===== src/rtl/sha_ctrl_pkg.sv =====
// Shared types and widths for the SHA-256 round sequencer.
package sha_ctrl_pkg;

    localparam int unsigned ROUND_W       = 7;
    localparam int unsigned PASS_W        = 2;
    localparam int unsigned SHA256_ROUNDS = 64;

    typedef enum logic [2:0] {
        IDLE,
        LOAD,
        ROUND,
        ADD,
        DONE
    } sha_ctrl_state_t;

endpackage


===== src/rtl/round_idx_counter.sv =====
// Round index counter: synchronous clear, count enable, wraps to 0 after MAX.
module round_idx_counter
    import sha_ctrl_pkg::*;
#(
    parameter int unsigned W   = ROUND_W,
    parameter logic [W-1:0] MAX = '1
) (
    input  logic         clk,
    input  logic         n_rst,
    input  logic         clr_i,
    input  logic         en_i,
    output logic [W-1:0] cnt_o,
    output logic         at_max_o
);

    logic [W-1:0] cnt_q;
    logic [W-1:0] cnt_d;

    always_comb begin
        cnt_d = cnt_q;
        if (clr_i) begin
            cnt_d = '0;
        end else if (en_i) begin
            cnt_d = (cnt_q == MAX) ? '0 : cnt_q + W'(1);
        end
    end

    always_ff @(posedge clk or negedge n_rst) begin
        if (!n_rst) begin
            cnt_q <= '0;
        end else begin
            cnt_q <= cnt_d;
        end
    end

    assign cnt_o    = cnt_q;
    assign at_max_o = (cnt_q == MAX);

endmodule


===== src/rtl/sha_round_ctrl.sv =====
// SHA-256 compression sequencer: LOAD / ROUND / ADD per pass, DONE held until acked.
// Optional SHA_CTRL_STALL_EN adds a stall input that freezes round progress.
module sha_round_ctrl
    import sha_ctrl_pkg::*;
#(
    parameter int unsigned NUM_ROUNDS = SHA256_ROUNDS,
    parameter int unsigned NUM_PASSES = 3,
    parameter logic [3:0]  IV_MASK    = 4'b0101
) (
    input  logic               clk,
    input  logic               n_rst,
    input  logic               start,
    input  logic               abort,
    input  logic               done_ack,
`ifdef SHA_CTRL_STALL_EN
    input  logic               stall,
`endif
    output logic               busy,
    output logic               load_blk,
    output logic               load_iv,
    output logic               round_en,
    output logic [ROUND_W-1:0] round_idx,
    output logic               add_dig,
    output logic [PASS_W-1:0]  pass_idx,
    output logic               done
);

    localparam logic [ROUND_W-1:0] ROUND_LAST = ROUND_W'(NUM_ROUNDS - 1);
    localparam logic [PASS_W-1:0]  PASS_LAST  = PASS_W'(NUM_PASSES - 1);

    sha_ctrl_state_t   state_q, state_d;
    logic [PASS_W-1:0] pass_q, pass_d;
    logic              run_c;
    logic              round_last_c;
    logic              cnt_clr_c;
    logic              cnt_en_c;

`ifdef SHA_CTRL_STALL_EN
    assign run_c = ~stall;
`else
    assign run_c = 1'b1;
`endif

    // Index only advances while rounds run; any other state (or abort) parks it at 0.
    assign cnt_clr_c = (state_q != ROUND) || abort;
    assign cnt_en_c  = (state_q == ROUND) && run_c;

    round_idx_counter #(
        .W   (ROUND_W),
        .MAX (ROUND_LAST)
    ) u_round_cnt (
        .clk      (clk),
        .n_rst    (n_rst),
        .clr_i    (cnt_clr_c),
        .en_i     (cnt_en_c),
        .cnt_o    (round_idx),
        .at_max_o (round_last_c)
    );

    always_comb begin
        state_d  = state_q;
        pass_d   = pass_q;
        busy     = 1'b0;
        load_blk = 1'b0;
        load_iv  = 1'b0;
        round_en = 1'b0;
        add_dig  = 1'b0;
        done     = 1'b0;

        unique case (state_q)
            IDLE: begin
                if (start && !abort) begin
                    state_d = LOAD;
                    pass_d  = '0;
                end
            end
            LOAD: begin
                busy     = 1'b1;
                load_blk = 1'b1;
                load_iv  = IV_MASK[pass_q];
                state_d  = ROUND;
            end
            ROUND: begin
                busy     = 1'b1;
                round_en = run_c;
                if (run_c && round_last_c) begin
                    state_d = ADD;
                end
            end
            ADD: begin
                busy    = 1'b1;
                add_dig = 1'b1;
                if (pass_q == PASS_LAST) begin
                    state_d = DONE;
                end else begin
                    pass_d  = pass_q + PASS_W'(1);
                    state_d = LOAD;
                end
            end
            DONE: begin
                done = 1'b1;
                if (done_ack) begin
                    state_d = IDLE;
                    pass_d  = '0;
                end
            end
            default: begin
                state_d = IDLE;
                pass_d  = '0;
            end
        endcase

        if (abort && (state_q != IDLE)) begin
            state_d = IDLE;
            pass_d  = '0;
        end
    end

    always_ff @(posedge clk or negedge n_rst) begin
        if (!n_rst) begin
            state_q <= IDLE;
            pass_q  <= '0;
        end else begin
            state_q <= state_d;
            pass_q  <= pass_d;
        end
    end

    assign pass_idx = pass_q;

endmodule


===== config.mk =====
export PLATFORM = sky130hd
export DESIGN_NAME = sha_round_ctrl
export DESIGN_NICKNAME = d
export VERILOG_FILES = /design/src/rtl/sha_ctrl_pkg.sv /design/src/rtl/round_idx_counter.sv /design/src/rtl/sha_round_ctrl.sv
export SDC_FILE = /design/constraint.sdc
export NUM_CORES = 1
export LEC_CHECK = 0
export ABC_AREA = 1
export BUFFER_PORTS_ARGS = -buffer_cell sky130_fd_sc_hd__buf_2
export CORE_UTILIZATION = 40
export CTS_BUF_LIST = sky130_fd_sc_hd__clkbuf_8
export CTS_CLUSTER_SIZE = 20
export DETAILED_ROUTE_END_ITERATION = 7
export SLEW_MARGIN = 20
export SYNTH_ARGS = -nofsm -noshare
export SYNTH_HDL_FRONTEND = slang
export SYNTH_HIERARCHICAL = 1
export SYNTH_SLANG_ARGS = --single-unit

===== constraint.sdc =====
create_clock -name clk -period 1.9 [get_ports clk]
set_clock_uncertainty 0.05 [all_clocks]
set_input_delay 0.095 -clock clk [delete_from_list [all_inputs] [get_ports clk]]
set_output_delay 0.095 -clock clk [all_outputs]
set_load 0.01 [all_outputs]

* After elaboration in Yosys (flattened, before gate mapping) *
Index checks and enable logic that the tools add are counted.

storage, ports and cells
  bits in registers = 12
  bits of input ports = 5
  output and inout port bits = 15
  word-level logic and storage cells = 51

cells by class
  add/sub/neg operators = 2
  order comparisons = 1
  eq/ne operators = 12
  muxes and demuxes = 22
  reductions and logical operators = 11

operators by type and width
  cell                                                    count
  2-to-1 mux 7 bit                                        3
  2-to-1 mux 3 bit                                        5
  one-hot mux 3 bit (5 select lines)                      1
  inequality test 3 bit (second input constant)           3
  2-to-1 mux 2 bit                                        4
  one-hot mux 2 bit (4 select lines)                      1
  adder 7 x 1 -> 7 bit (second input constant)            1
  equality test 7 x 6 -> 1 bit (second input constant)    1
  2-to-1 mux 1 bit                                        7
  equality test 3 x 2 -> 1 bit (second input constant)    2
  inequality test 3 x 2 -> 1 bit (second input constant)  2
  AND reduction 4 bit                                     1
  equality test 3 x 1 -> 1 bit (second input constant)    1
  equality test 3 bit (second input constant)             1
  zero test 3 bit                                         1
  < comparator 2 x 3 -> 1 bit (second input constant)     1
  AND reduction 3 bit                                     1
  nonzero test 3 bit                                      1
  OR reduction 3 bit                                      1
  adder 2 x 1 -> 2 bit (second input constant)            1
  binary-select mux 1 bit (select 2 bit)                  1
  equality test 2 bit (second input constant)             1
  logical AND 1 bit                                       2
  inequality test 2 x 1 -> 1 bit (second input constant)  1
  other kinds (4)                                         4

* Logic depth before layout (Yosys ltp) *
  depth in word-level cells = 5
  mapped depth = 10
  gate-level depth less buffers = 10

* Cells and area by module *
The synthesis kept the hierarchy.

modules (own cells, without submodules)
  module             times used  cells each  area each (µm²)  seq. area each (µm²)
  round_idx_counter  1           53          402.9            175.2
  sha_round_ctrl     1           57          364.1            125.1

* Worst setup path after synthesis *
No wires, ideal clock.

  path kind = flip-flop to flip-flop
  start point = register state_q[2]
  end point = register u_round_cnt.cnt_q[5] (netlist: u_round_cnt/cnt_o[5])
  setup time = 0.120 ns
  arrival = 1.396 ns
  required time = 1.730 ns
  setup slack = 0.334 ns
  cell stages (with the launch flop) = 11
  path buffers = 0
  period minus slack after synthesis = 1.566 ns
  path through = dfrtp_1 inv_2 nand3_1 inv_1 nand2_1 nor2_4 inv_1 nand3_1 nand2_1 nand2_1 nor2_1

on the way
  word-level cells in the longest chain between the ends = 3
  elaborated cells on any way between the ends = 5
  those cells by class = eq/ne: 2; mux: 1; reduce/logical: 2

RTL lines
  element                                                        line                     source
  start, declared                                                sha_round_ctrl.sv:31     sha_ctrl_state_t state_q, state_d;
  start signal, assigned                                         sha_round_ctrl.sv:124    state_q <= state_d;
  inequality test 3 x 2 -> 1 bit (*)                             sha_round_ctrl.sv:45     assign cnt_clr_c = (state_q != ROUND) || abort;
  logical OR 1 bit (*)                                           sha_round_ctrl.sv:45
  net cnt_clr_c                                                  sha_round_ctrl.sv:35     logic cnt_clr_c;
  2-to-1 mux 7 bit / nonzero test 2 bit (equally long branches)  n/a
  end signal, assigned                                           round_idx_counter.sv:32  cnt_q <= cnt_d;
  end, declared                                                  round_idx_counter.sv:16  logic [W-1:0] cnt_q;

The timed path passes the listed nets; every way through them passes the cells marked *.
A chain may end at the register's enable or synchronous reset.

* Worst setup path after layout *
Same ends and word-level chain as after synthesis.

==> flow_metrics.py <==
metrics = {
    "outcome": {
        "outcome": "finished, final reports clean",
    },
    "drt": {
        "drcViolationCount": 0,
        "num_vias": 715,
        "via_per_inst": 4.469,
        "drt_pass1_iterations": 4,
        "wire_per_inst_um": 10.21,
        "drt_iter0_drc": 12,
        "ant_nets": 0,
        "routed_wl_mm": 1.634,
    },
    "logic_synthesis": {
        "ys_types": 19,
        "synth_warnings": 6,
        "syn_avg_cell_area_um2": 6.973,
        "ys_seq_area_share_pct": 39.15,
        "syn_nets": 118,
        "netlist_instances": 110,
        "synth_area_um2": 767.0,
        "ys_ff_latch": 12,
    },
    "place": {
        "dp_hpwl_mm": 1.233,
        "port_buffers": 19,
        "dp_cells": 155,
        "place_congestion": 0.7548,
    },
    "clocking": {
        "max-clock-path-buffers": 2,
        "root_buffer": "clkbuf_8",
        "clock-sinks": 12,
        "cts_buffers": 3,
        "cts_resized": 0,
        "clkSlewWorstSetupHoldPaths_ns": 0.06,
        "hold_buffers": 1,
        "clk_latency_ns": 0.24,
        "postCtsSetupBuffers": 0,
        "h-tree-depth": 1,
        "cts_tree": "yes",
    },
    "timing": {
        "max-slew-margin-rel_pct": 81.83,
        "maxSlewViolCount": 0,
        "post-route-min-period_ns": 1.489,
        "setup_tns_ns": 0,
        "fmax_mhz": 671.4,
        "report.final.hold_viol_count": 0,
        "fin_crit_sh_pct": 78.39,
        "rsz0062_at_grt": "no",
        "worst_pin_slew_ns": 0.2725,
        "setup_viol": 0,
    },
    "power_and_ir_drop": {
        "power_density_nw_per_um2": 1061,
        "ir_drop_mv": 0.5272,
        "total_power_mw": 1.025,
        "leakage_nw": 0.5703,
    },
    "grt": {
        "grt_pass1_wl_mm": 2.649,
        "globalRouteOverflowTotal": 0,
        "grt_use_total_pct": 17.95,
        "antenna_found_initial": 0,
        "grt_max_degree": 13,
        "grt_pass1_vias": 585,
    },
    "die": {
        "initial_core_util_pct": 43.48,
        "die_width_um": 45.79,
        "coreArea_um2": 1764,
        "pin_count": 20,
        "die-height_um": 45.79,
        "placementRows": 15,
        "fp.dieArea_um2": 2097,
    },
    "finish": {
        "final_cell_mix": "nand2_1 (28), inv_1 (19), buf_2 (19), nand3_1 (13), nor2_1 (13)",
        "fillers": 189,
        "area_growth_pct": 25.94,
        "layout_commonest_cell": "nand2_1",
        "diodes": 0,
        "nets": 144,
        "drive_above_1_share_pct": 25.19,
        "instances_no_fill": 160,
        "final_util_pct": 54.75,
    },
    "worst_setup_path": {
        "critPathArrivalTime_ns": 1.56,
        "crit_fanout": 7,
        "r2r_setup_slack_ns": 0.41,
        "crit_end": "u_round_cnt/cnt_o[5]$_DFFE_PN0P_",
        "path_class": "reg -> reg",
        "worst_path_dominant_cell_family": "simple AND/OR/NAND/NOR gates",
        "crit_slowest_cell": "dfrtp_1",
        "cp_common_cell": "nand2_1",
        "r2r_start": "state_q[2]$_DFFE_PN0P_",
        "max_stage_delay_ns": 0.41,
        "critPathLaunchType": "register",
        "end_kind": "register",
        "rr_endpoint": "u_round_cnt/cnt_o[5]$_DFFE_PN0P_",
        "worstPathCellList": "inv_2 -> nand3_1 -> inv_1 -> nand2_1 -> nor2_4 -> inv_1 -> nand3_1 -> nand2_1 -> nand2_1 -> nor2_1",
        "required_ns": 1.97,
        "ff2ff_path_depth": 10,
        "crit_cells": 10,
        "startpoint": "state_q[2]$_DFFE_PN0P_",
        "cp.buffers_inverters": 3,
    },
    "flow_run": {
        "drv_cap": 0,
    },
    "worst_hold_path": {
        "hold_class": "in -> reg",
    },
}
[cell families after synthesis]
kind of cell             count (synthesis)  synth area share, %
AO/OA/AOI/OAI                            8                6.361
adder cells (fa/ha/maj)                  3                4.894
flip-flops                              12                39.15
buffers and inverters                   21                10.28
AND/OR/NAND/NOR                         66                39.31
[through the flow]
step / worst slack [ns] / hold WS, ns / area [um2]
floorplan: 0.3337 / -0.2506 / 767.0
global placement: 0.4850 / -0.06113 / 900.9
detailed placement: 0.4365 / -0.06195 / 900.9
CTS: 0.4179 / 0.1093 / 965.9
global route: 0.2388 / 0.1316 / 965.9
finish: 0.4106 / 0.1139 / 965.9
[Yosys cell counts, drive strengths merged]
| library cell | number | area share (%) |
|---|---|---|
| a21oi | 2 | 1.3 |
| and3 | 1 | 0.98 |
| dfrtp | 12 | 39 |
| ha | 3 | 4.9 |
| inv | 21 | 10 |
| nand2 | 30 | 15 |
| nand3 | 14 | 9.8 |
| nand4 | 3 | 2.4 |
| nor2 | 16 | 9.5 |
| nor3 | 2 | 1.3 |
| o21ai | 4 | 2.6 |
| o21bai | 2 | 2.4 |
[registers in the layout, indices dropped and copies added (netlist names)]
| signal | cells |
|---|---|
| u_round_cnt/cnt_o | 7 |
| state_q | 3 |
| pass_idx | 2 |
[worst min-delay path by stage]
stage                                            end  cells after the start  startpoint  slack (ns)
floorplan                    pass_idx[0]$_DFFE_PN0P_                      0       n_rst       -0.25
global placement    u_round_cnt/cnt_o[2]$_DFFE_PN0P_                      1       n_rst       -0.06
detailed placement  u_round_cnt/cnt_o[2]$_DFFE_PN0P_                      1       n_rst       -0.06
CTS                           state_q[2]$_DFFE_PN0P_                      4    done_ack        0.11
global route                  state_q[2]$_DFFE_PN0P_                      4    done_ack        0.13
finish                        state_q[2]$_DFFE_PN0P_                      4    done_ack        0.11
[routing by layer]
layer | track usage [%] | share of wire, % | up-vias | wire (um)
met3 | 5.952 | 4.6 | 0 | 75
met5 | 0 | 0 | - | 0
li1 | - | - | 393 | -
met4 | 3.529 | 0 | 0 | 0
met2 | 25.71 | 42 | 16 | 688
met1 | 26.37 | 53 | 306 | 870
[tightest hold or removal path, stage by stage]
cell and delay, ns:
buf_2 0.08, nor2_1 0.03, nand3_1 0.09, nand2_1 0.07
[cell type report]
| type | instances | area [um2] | area share [%] |
|---|---|---|---|
| Multi-Input combinational cell | 77 | 387.9 | 40.16 |
| Inverter | 21 | 78.83 | 8.161 |
| Clock buffer | 4 | 55.05 | 5.699 |
| Tap cell | 25 | 31.28 | 3.238 |
| Sequential cell | 12 | 300.3 | 31.09 |
| Timing Repair Buffer | 21 | 112.6 | 11.66 |
[report_power, final]
group          internal, mW  total (mW)  switching (mW)
registers             0.288       0.326          0.0386
logic                 0.154       0.419           0.265
clock network         0.183       0.280          0.0967
total                 0.625        1.03           0.400
Note: power is estimated with default switching activity, not from simulation.
